`src/rtl/ddr4_phy_pkg.sv`:
```
// Shared definitions for the DDR4 command/address PHY lane logic:
// the tap-control FSM state encoding and the serializer word width.
package ddr4_phy_pkg;

    // Width of one 4:1 serializer word per IOD lane.
    localparam int SER_W = 4;

    // Tap-control FSM states.
    typedef enum logic [2:0] {
        ST_IDLE,
        ST_LOAD,
        ST_DIR,
        ST_STEP,
        ST_SETTLE,
        ST_FIN,
        ST_ABORT
    } ca_state_e;

endpackage

```
`src/rtl/ddr4_ca_pipe.sv`:
```
// Fixed-latency register chain for the TX/OE serializer words.
// Output equals input delayed by exactly DEPTH clock cycles.
module ddr4_ca_pipe #(
    parameter int WIDTH = 32,
    parameter int DEPTH = 2
) (
    input  logic             i_clk,
    input  logic             i_rst_n,
    input  logic [WIDTH-1:0] i_data,
    output logic [WIDTH-1:0] o_data
);

    logic [WIDTH-1:0] r_stage [DEPTH];

    // Shift the word one stage per cycle.
    always_ff @(posedge i_clk or negedge i_rst_n) begin
        if (!i_rst_n) begin
            // NOTE: this array is a short flop chain, not a RAM, so every
            // stage is reset to keep the IODs quiet until real data arrives.
            for (int i = 0; i < DEPTH; i++) begin
                r_stage[i] <= '0;
            end
        end else begin
            // NOTE: non-blocking assignments make every stage sample the
            // previous stage's old value, giving a true shift register.
            r_stage[0] <= i_data;
            for (int i = 1; i < DEPTH; i++) begin
                r_stage[i] <= r_stage[i-1];
            end
        end
    end

    assign o_data = r_stage[DEPTH-1];

endmodule

```
`src/rtl/ddr4_ca_lane_delay_ctrl.sv`:
```
// DDR4 command/address lane delay controller. Walks one IOD delay line at
// a time to a requested tap with single MOVE pulses separated by a settle
// window, tracks the tap per lane, and flags range errors from the IOD.
// TX/OE serializer words pass through a fixed-latency pipeline untouched.
module ddr4_ca_lane_delay_ctrl
    import ddr4_phy_pkg::*;
#(
    parameter int NUM_LANES  = 8,
    parameter int TAP_W      = 8,
    parameter int SETTLE_CYC = 4,
    parameter int PIPE_DEPTH = 2
) (
    input  logic                                             i_fab_clk,
    input  logic                                             i_arst_n,
    input  logic                                             i_req_valid,
    output logic                                             o_req_ready,
    input  logic [$clog2(NUM_LANES > 1 ? NUM_LANES : 2)-1:0] i_req_lane,
    input  logic [TAP_W-1:0]                                 i_req_tap,
    input  logic                                             i_req_load,
    output logic                                             o_done,
    output logic                                             o_err_oor,
    output logic [$clog2(NUM_LANES > 1 ? NUM_LANES : 2)-1:0] o_err_lane,
    input  logic                                             i_err_clr,
    output logic [NUM_LANES*TAP_W-1:0]                       o_cur_tap,
    output logic [NUM_LANES-1:0]                             o_delay_line_move,
    output logic [NUM_LANES-1:0]                             o_delay_line_direction,
    output logic [NUM_LANES-1:0]                             o_delay_line_load,
    input  logic [NUM_LANES-1:0]                             i_delay_line_out_of_range,
    input  logic [NUM_LANES*SER_W-1:0]                       i_tx_data_in,
    input  logic [NUM_LANES*SER_W-1:0]                       i_oe_data_in,
    output logic [NUM_LANES*SER_W-1:0]                       o_tx_data_out,
    output logic [NUM_LANES*SER_W-1:0]                       o_oe_data_out
);

    localparam int LANE_W = $clog2(NUM_LANES > 1 ? NUM_LANES : 2);
    localparam int WORD_W = NUM_LANES * SER_W;

    ca_state_e            r_state;
    logic                 r_req_ready;
    logic                 r_done;
    logic                 r_err_oor;
    logic [LANE_W-1:0]    r_err_lane;
    logic [LANE_W-1:0]    r_lane;
    logic [TAP_W-1:0]     r_target;
    logic [7:0]           r_settle_cnt;
    logic [TAP_W-1:0]     r_cur_tap [NUM_LANES];
    logic [NUM_LANES-1:0] r_move;
    logic [NUM_LANES-1:0] r_dir;
    logic [NUM_LANES-1:0] r_load;

    logic [NUM_LANES-1:0] w_lane_sel;
    logic [NUM_LANES-1:0] w_req_sel;
    logic [TAP_W-1:0]     w_cur;
    logic                 w_step_up;
    logic                 w_blocked;

    assign w_lane_sel = NUM_LANES'(1) << r_lane;
    assign w_req_sel  = NUM_LANES'(1) << i_req_lane;
    assign w_cur      = r_cur_tap[r_lane];
    assign w_step_up  = (r_target > w_cur);
    // A step that would wrap the tracked tap is refused and ends as an abort.
    assign w_blocked  = w_step_up ? (&w_cur) : (w_cur == '0);

    // Tap-control FSM with registered handshake, strobe and error outputs.
    always_ff @(posedge i_fab_clk or negedge i_arst_n) begin
        if (!i_arst_n) begin
            r_state      <= ST_IDLE;
            r_req_ready  <= 1'b0;
            r_done       <= 1'b0;
            r_err_oor    <= 1'b0;
            r_err_lane   <= '0;
            r_lane       <= '0;
            r_target     <= '0;
            r_settle_cnt <= '0;
            r_move       <= '0;
            r_dir        <= '0;
            r_load       <= '0;
            for (int i = 0; i < NUM_LANES; i++) begin
                r_cur_tap[i] <= '0;
            end
        end else begin
            r_move <= '0;
            r_load <= '0;
            r_done <= 1'b0;
            // A clear is overridden by an abort in the same cycle (later write wins).
            if (i_err_clr) begin
                r_err_oor  <= 1'b0;
                r_err_lane <= '0;
            end
            case (r_state)
                ST_IDLE: begin
                    r_req_ready <= 1'b1;
                    if (i_req_valid && r_req_ready) begin
                        r_req_ready <= 1'b0;
                        r_lane      <= i_req_lane;
                        r_target    <= i_req_tap;
                        if (i_req_load) begin
                            r_load                <= w_req_sel;
                            r_cur_tap[i_req_lane] <= '0;
                            r_state               <= ST_LOAD;
                        end else begin
                            r_state <= ST_DIR;
                        end
                    end
                end
                ST_LOAD: begin
                    r_settle_cnt <= 8'(SETTLE_CYC - 1);
                    r_state      <= ST_SETTLE;
                end
                ST_DIR: begin
                    if (w_cur == r_target) begin
                        r_state <= ST_FIN;
                    end else if (w_blocked) begin
                        r_state <= ST_ABORT;
                    end else begin
                        r_dir[r_lane]     <= w_step_up;
                        r_move            <= w_lane_sel;
                        r_cur_tap[r_lane] <= w_step_up ? w_cur + TAP_W'(1) : w_cur - TAP_W'(1);
                        r_state           <= ST_STEP;
                    end
                end
                ST_STEP: begin
                    r_settle_cnt <= 8'(SETTLE_CYC - 1);
                    r_state      <= ST_SETTLE;
                end
                ST_SETTLE: begin
                    if (r_settle_cnt == '0) begin
                        r_state <= i_delay_line_out_of_range[r_lane] ? ST_ABORT : ST_DIR;
                    end else begin
                        r_settle_cnt <= r_settle_cnt - 8'd1;
                    end
                end
                ST_FIN: begin
                    r_done      <= 1'b1;
                    r_req_ready <= 1'b1;
                    r_state     <= ST_IDLE;
                end
                ST_ABORT: begin
                    r_err_oor   <= 1'b1;
                    r_err_lane  <= r_lane;
                    r_done      <= 1'b1;
                    r_req_ready <= 1'b1;
                    r_state     <= ST_IDLE;
                end
                default: begin
                    r_state <= ST_IDLE;
                end
            endcase
        end
    end

    // Flatten the per-lane tap array, lane 0 in the LSBs.
    always_comb begin
        // NOTE: default first so no path leaves the output unassigned,
        // which would otherwise infer a latch.
        o_cur_tap = '0;
        for (int i = 0; i < NUM_LANES; i++) begin
            o_cur_tap[i*TAP_W +: TAP_W] = r_cur_tap[i];
        end
    end

    assign o_req_ready            = r_req_ready;
    assign o_done                 = r_done;
    assign o_err_oor              = r_err_oor;
    assign o_err_lane             = r_err_lane;
    assign o_delay_line_move      = r_move;
    assign o_delay_line_direction = r_dir;
    assign o_delay_line_load      = r_load;

    logic [2*WORD_W-1:0] w_pipe_out;

    ddr4_ca_pipe #(
        .WIDTH (2 * WORD_W),
        .DEPTH (PIPE_DEPTH)
    ) u_pipe (
        .i_clk   (i_fab_clk),
        .i_rst_n (i_arst_n),
        .i_data  ({i_oe_data_in, i_tx_data_in}),
        .o_data  (w_pipe_out)
    );

    assign o_tx_data_out = w_pipe_out[WORD_W-1:0];
    assign o_oe_data_out = w_pipe_out[2*WORD_W-1:WORD_W];

endmodule

```
`config.mk`:
```
export PLATFORM = sky130hd
export DESIGN_NAME = ddr4_ca_lane_delay_ctrl
export DESIGN_NICKNAME = d
export VERILOG_FILES = /design/src/rtl/ddr4_phy_pkg.sv /design/src/rtl/ddr4_ca_pipe.sv /design/src/rtl/ddr4_ca_lane_delay_ctrl.sv
export SDC_FILE = /design/constraint.sdc
export NUM_CORES = 1
export LEC_CHECK = 0
export CAP_MARGIN = 20
export CELL_PAD_IN_SITES_DETAIL_PLACEMENT = 1
export CELL_PAD_IN_SITES_GLOBAL_PLACEMENT = 1
export CORE_MARGIN = 2
export CORE_UTILIZATION = 40
export CTS_CLUSTER_DIAMETER = 200
export CTS_CLUSTER_SIZE = 8
export DETAILED_ROUTE_END_ITERATION = 8
export PLACE_DENSITY = 0.89
export SYNTH_ARGS = -nofsm -noshare
export SYNTH_HDL_FRONTEND = slang
export SYNTH_SLANG_ARGS = --single-unit
```
`constraint.sdc`:
```
create_clock -name i_fab_clk -period 9.5 [get_ports i_fab_clk]
set_input_delay 2.85 -clock i_fab_clk [delete_from_list [all_inputs] [get_ports i_fab_clk]]
set_output_delay 2.85 -clock i_fab_clk [all_outputs]
set_load 0.02 [all_outputs]
```
==> reports/qor.csv, run 1 <==
metric,value,unit
status,completed,
dieArea,25000,sq um
p_leak,5.64,nW
firstDrtPassIters,6,
p_clk_share,21.7,%
hold-path-endpoint,u_pipe.o_data[5]$_DFF_PN0_,
post_route_cells_drive_above_1_share,11.9,%
worstSetupStartpointType,flop,
reg2reg_setup_slack,3.72,ns
synth.avg_cell_area,14.0,sq um
async_flop_share,100,%
r2r_start,r_lane[0]$_DFFE_PN0P_,
synth_top_area_share,64.1,%
grt_pass1_wl,43.1,mm
yosys-top-cells-area,"dfrtp_1 (64%), buf_4 (5.1%), a22o_1 (4.5%), mux2_2 (2.1%), ha_1 (2.1%)",
clk_pin_slew_worst_paths,0.05,ns
area_delta_synth_final,33.9,%
worstHoldStart,u_pipe.r_stage[69]$_DFF_PN0_,
syn_inst,678,
start_util,40.7,%
cts_resized,0,
setup_violations,0,
switching_share,43.9,%
place_congestion,0.866,
cts-root-buf,clkbuf_16,
synth_top_cell_by_area,dfrtp_1,
critPathCaptureType,flop,
rows,56,
synth_edf_count,0,
clk_latency,0.51,ns
tightest_slew,1.19,ns
comb_power_share,49.0,%
grt_usage,23.1,%
post-cts-setup-buffers,0,
yosysWarnings,0,
period_needed,5.78,ns
synthDistinctLibCells,61,
wl_per_cell,24.0,um
ys_ff_latch,244,
drt_iter0_markers,351,
rsz0062_at_grt,false,
whs,0.342,ns
port_buffers,245,
cts.sinks,244,
maxCapViolCount,0,
multi_input_area,2650,sq um
dpl_cell_area,11800,sq um
hold_depth,0,
synth_common_cells,"dfrtp_1 (244), buf_4 (65), a22o_1 (49), nand2_1 (33), nor2_1 (26)",
clock_skew,0.0238,ns
r2r_cells,17,
design_area,12700,sq um
die_x,158,um
setup_tns,0,ns
num_antenna_cells,0,
drc_errors,0,
p_int,2.89,mW
reg2reg_to,o_cur_tap[29]$_DFFE_PN0P_,
synth.most_common_cell,dfrtp_1,
holdCritPathClass,reg2reg,
fillers,2310,
viasPerCell,5.35,
ios,246,
pwr-share-seq,29.3,%
finalHoldViolCount,0,
timing.final.ws_setup,3.72,ns
fin_crit_sh,60.9,%
fmax,173,MHz
dp_hpwl,20.1,mm
cp.arrival,6.12,ns
fp.coreArea,23400,sq um
netSwitchingPower,2.27,mW
antenna_found_initial,0,
post-place-cells,1162,
gr-total-overflow,0,
cts_tree,built,
crit_start,r_lane[0]$_DFFE_PN0P_,
final_nets,987,
postCtsHoldBufs,0,
seq_area,6110,sq um
synth-main-ff-cell,dfrtp_1,
wl,28.9,mm
grt_start_max_net_pins,98,
instances_no_fill,1202,
cts_buffers,36,
route.vias.total,6428,
ant_nets,0,
yosysSeqAreaShare,64.1,%
synth_nets,783,
power_density,405,nW/um^2
critPathMaxFanout,29,
drv_slew,0,
dp_slack,3.85,ns
first_global_vias,7037,
chipHeight,158,um
crit_type,reg2reg,
clk_path_buf_depth,3,
ir_drop,0.604,mV
syn_area,9520,sq um
worst_ep_required_time,9.83,ns
slew-limit-headroom,20.4,%
h-tree-depth,2,
[metrics by stage]
step | utilization (%) | power, mW
after floorplan | - | 2.99
after global placement | 50.3 | 3.88
after detailed placement | 50.3 | 3.99
after CTS | 54.4 | 5.16
after global routing | 54.5 | 5.42
final | 54.5 | 5.16
[registers in the layout, indices dropped and copies added, names as in the netlist, 8 cells and up]
register / cells
o_delay_line_load: 8
r_target: 8
u_pipe.r_stage: 64
o_delay_line_move: 8
u_pipe.o_data: 64
r_settle_cnt: 8
o_delay_line_direction: 8
o_cur_tap: 64
[final cells by class]
| cell class | instances | area share [%] |
|---|---|---|
| clock buffers | 36 | 7.07 |
| clock inverters | 3 | 0.432 |
| inverters | 28 | 0.844 |
| multi-input cells | 320 | 20.8 |
| flip-flops and latches | 244 | 47.9 |
| well taps | 319 | 3.13 |
| repair buffers | 252 | 19.8 |
[metal layers]
metal  share of wire [%]  vias to the layer above  track usage (%)  wire length (um)
met3                  10                       75             7.38              2910
met5                   0                        -                0                 0
met4                 2.9                        0             7.81               836
met1                  38                     3251             27.7             11000
met2                  49                      361             39.5             14100
li1                    -                     2741                -                 -
[worst max-delay path by stage]
stage / endpoint / slack (ns) / cells past startpoint
floorplan: o_cur_tap[62]$_DFFE_PN0P_ / 4.82 / 22
CTS: o_cur_tap[29]$_DFFE_PN0P_ / 3.78 / 17
finish: o_cur_tap[29]$_DFFE_PN0P_ / 3.72 / 17
global placement: o_cur_tap[31]$_DFFE_PN0P_ / 3.99 / 8
global route: o_cur_tap[29]$_DFFE_PN0P_ / 3.36 / 16
detailed placement: o_cur_tap[39]$_DFFE_PN0P_ / 3.85 / 17
[critical path, cell delays in order (launching register included)]
cell and delay [ns]:
dfrtp_1 0.43, buf_4 0.43, mux4_1 0.68, mux2_2 0.34, inv_1 0.07, ha_1 0.14, nand4_1 0.14, nor3_1 0.78
nor2_1 0.08, a22o_2 0.38, inv_1 0.22, ha_1 0.31, a21oi_1 0.17, o31ai_1 0.14, a21o_1 0.21, a21oi_1 0.16
xor2_1 0.70, o2bb2ai_1 0.19
[power groups by stage]
stage,Clock [mW],Combinational (mW),Sequential (mW)
6_report,1.12,2.53,1.51
4_1_cts,1.15,2.50,1.51
2_1_floorplan,0,1.43,1.57
5_1_grt,1.19,2.70,1.53
3_5_place_dp,0,2.48,1.52
3_3_place_gp,0,2.37,1.51
[logic make-up (layout without fill, tap and decap cells)]
logic type | Yosys count | count (layout) | share of synthesized area (%)
DFF | 244 | 244 | 64.1
xor gates and xnor gates | 14 | 14 | 1.29
AOI/OAI and AO/OA | 122 | 122 | 9.60
adders and majority gates | 17 | 17 | 2.31
muxes | 50 | 50 | 8.14
and+or+nand+nor | 117 | 117 | 6.47
buffers and inverters | 114 | 319 | 8.06
[cell usage in the layout, fill, tap and decap left out, types with 11 or more instances in the layout]
cell type and count:
mux2i_1 11, clkbuf_16 36, nand2_1 33, nor2_1 26, inv_1 20, mux2_2 18
a21oi_1 15, dfrtp_1 244, o21ai_0 24, a22o_1 49, ha_1 16, clkdlybuf4s50_1 244
(Power assumes the default switching activity.)
==> inputs of run 2 (changes only) <==
CORE_UTILIZATION = 39   (was 40)
PLACE_DENSITY = 0.87   (was 0.89)
clock period = 5.7 ns   (was 9.5 ns; I/O delays follow)
==> run 2 against run 1 <==
  * Die area increased by 2.5%
  * Maximum frequency rose by 12%
  * Register-to-register slack lost 3.2 ns
  * Critical path type unchanged
  * Clock power rose by 71%
  * Design area grew 0.57%
  * Global-route usage rose by 0.38 points
  * Non-clock buffer count grew 6
  * Routed wire length rose by 3.2%
==> reports/qor.csv, run 2 (same netlist as run 1, synthesis figures left out) <==
metric,value,unit
status,completed,
grt_pass1_wl,45.4,mm
antenna_found_initial,1,
cts_tree,built,
area_delta_synth_final,34.7,%
wl,29.8,mm
grt_usage,23.5,%
p_clk_share,21.7,%
dr_wl_met3,2.52,mm
wl_met1,11.4,mm
tightest_slew,0.847,ns
final_common_cell,clkdlybuf4s50_1,
drt_iter0_markers,431,
power_density,688,nW/um^2
final_nets,993,
ant_nets,0,
num_antenna_cells,0,
fmax,193,MHz
whs,0.341,ns
worst-path-buf-inv,2,
pwr-share-seq,28.4,%
dieArea,25700,sq um
clk_path_buf_depth,3,
first_global_vias,7135,
drv_slew,0,
top_layer_used,met5,
final_cell_mix,"clkdlybuf4s50_1 (244), dfrtp_1 (243), a22o_1 (49)",
gr-total-overflow,0,
postLayoutCoreUtil,53.2,%
place_congestion,0.943,
ios,246,
grt_start_max_net_pins,114,
fin_crit_sh,90.9,%
critPathSlowestCell,dfrtp_2,
start_util,39.5,%
viasPerCell,5.31,
holdCritPathClass,reg2reg,
finalHoldViolCount,0,
p_int,5.03,mW
dp_hpwl,20.9,mm
route.vias.total,6446,
fillers,2419,
wl_per_cell,24.5,um
setup_tns,0,ns
worstSetupStartpointType,flop,
clock_skew,0.0195,ns
netSwitchingPower,3.80,mW
setup_violations,0,
worst_ep_required_time,6.15,ns
drc_errors,0,
cts_buffers,36,
p_leak,5.67,nW
fp.coreArea,24100,sq um
chipHeight,160,um
routed-wl-met2,15.1,mm
cts.sinks,244,
clk_pin_slew_worst_paths,0.05,ns
post-cts-setup-buffers,0,
rows,57,
cpPeakStageDelay,0.63,ns
cts_resized,0,
post_route_cells_drive_above_1_share,12.8,%
cts-root-buf,clkbuf_16,
critPathMaxFanout,14,
comb_power_share,50.0,%
cp_cell_sequence,"buf_4, mux4_2, mux2i_1, ha_1, nand4_1, or3_1, a22o_2, inv_1, ha_1, nand2_1, o31ai_1, a211o_1, a21oi_1, xnor2_1, a22o_2",
h-tree-depth,2,
rsz0062_at_grt,false,
switching_share,43.0,%
clk_latency,0.52,ns
postCtsHoldBufs,0,
crit_type,reg2reg,
critPathCaptureType,flop,
cp.arrival,5.63,ns
period_needed,5.18,ns
ir_drop,0.660,mV
maxCapViolCount,0,
firstDrtPassIters,4,
die_x,160,um
port_buffers,245,
slew-limit-headroom,43.1,%
cp_top_family,compound AO/OA/AOI/OAI gates,
-- run 2: changes by cell type in the layout (fill, tap and decap cells not counted) --
cell,previous run,this run
nor3_1,9,8
buf_12,0,1
buf_2,1,0
buf_16,1,0
dfrtp_1,244,243
buf_4,5,12
inv_16,0,1
nor3_2,0,1
dfrtp_2,0,1
-- run 2: final timing paths --
kind	start	to	slack (ns)	depth (start not counted)
setup / recovery	r_lane[0]$_DFFE_PN0P_	o_cur_tap[63]$_DFFE_PN0P_	0.52	15
max in group asynchronous	i_arst_n	o_cur_tap[63]$_DFFE_PN0P_	3.40	2
min in group asynchronous	i_arst_n	u_pipe.r_stage[112]$_DFF_PN0_	1.19	1
setup reg to reg	r_lane[0]$_DFFE_PN0P_	o_cur_tap[63]$_DFFE_PN0P_	0.52	15
hold reg to reg	u_pipe.r_stage[116]$_DFF_PN0_	u_pipe.o_data[52]$_DFF_PN0_	0.34	0
hold / removal	u_pipe.r_stage[116]$_DFF_PN0_	u_pipe.o_data[52]$_DFF_PN0_	0.34	0
-- run 2: cell type report --
class                   instances  area [sq um]  share of cell area, %
inverters                      28           108                  0.839
well taps                     324           405                   3.16
clock inverters                 4          75.1                  0.586
clock buffers                  36           901                   7.03
repair buffers                258          2570                   20.0
multi-input cells             320          2660                   20.7
flip-flops and latches        244          6110                   47.6
-- run 2: per-layer routing --
metal	track usage (%)	vias to the layer above
met3	7.25	61
met1	27.7	3317
met4	7.25	2
li1	-	2739
met5	0	-
met2	41.3	327
-- run 2: power by group through the flow --
stage | registers, mW | clock network, mW | logic [mW]
final | 2.51 | 1.91 | 4.41
after global routing | 2.54 | 2.01 | 4.74
after CTS | 2.50 | 1.95 | 4.39
after detailed placement | 2.51 | 0 | 4.35
after global placement | 2.50 | 0 | 4.23
after floorplan | 2.61 | 0 | 2.38
-- run 2: worst reg2reg max path: cells and delay by family, from the launching register on --
| kind | cells | cell delay, ns |
|---|---|---|
| buffers and inverters | 2 | 0.53 |
| multiplexers | 2 | 0.80 |
| flip-flops | 1 | 0.63 |
| AND/OR/NAND/NOR | 3 | 0.78 |
| AO/OA/AOI/OAI | 5 | 1.34 |
| XOR/XNOR | 1 | 0.60 |
| adder cells (fa/ha/maj) | 2 | 0.45 |
-- run 2: stage by stage --
step | instances | instance area (sq um) | total power, mW | setup WS [ns]
2_1_floorplan | 678 | 9520 | 4.99 | 1.02
3_3_place_gp | 1174 | 11800 | 6.73 | 0.304
3_5_place_dp | 1174 | 11800 | 6.86 | 0.0610
4_1_cts | 1214 | 12800 | 8.84 | 0.00305
5_1_grt | 1214 | 12800 | 9.29 | 0.0193
6_report | 1214 | 12800 | 8.83 | 0.519
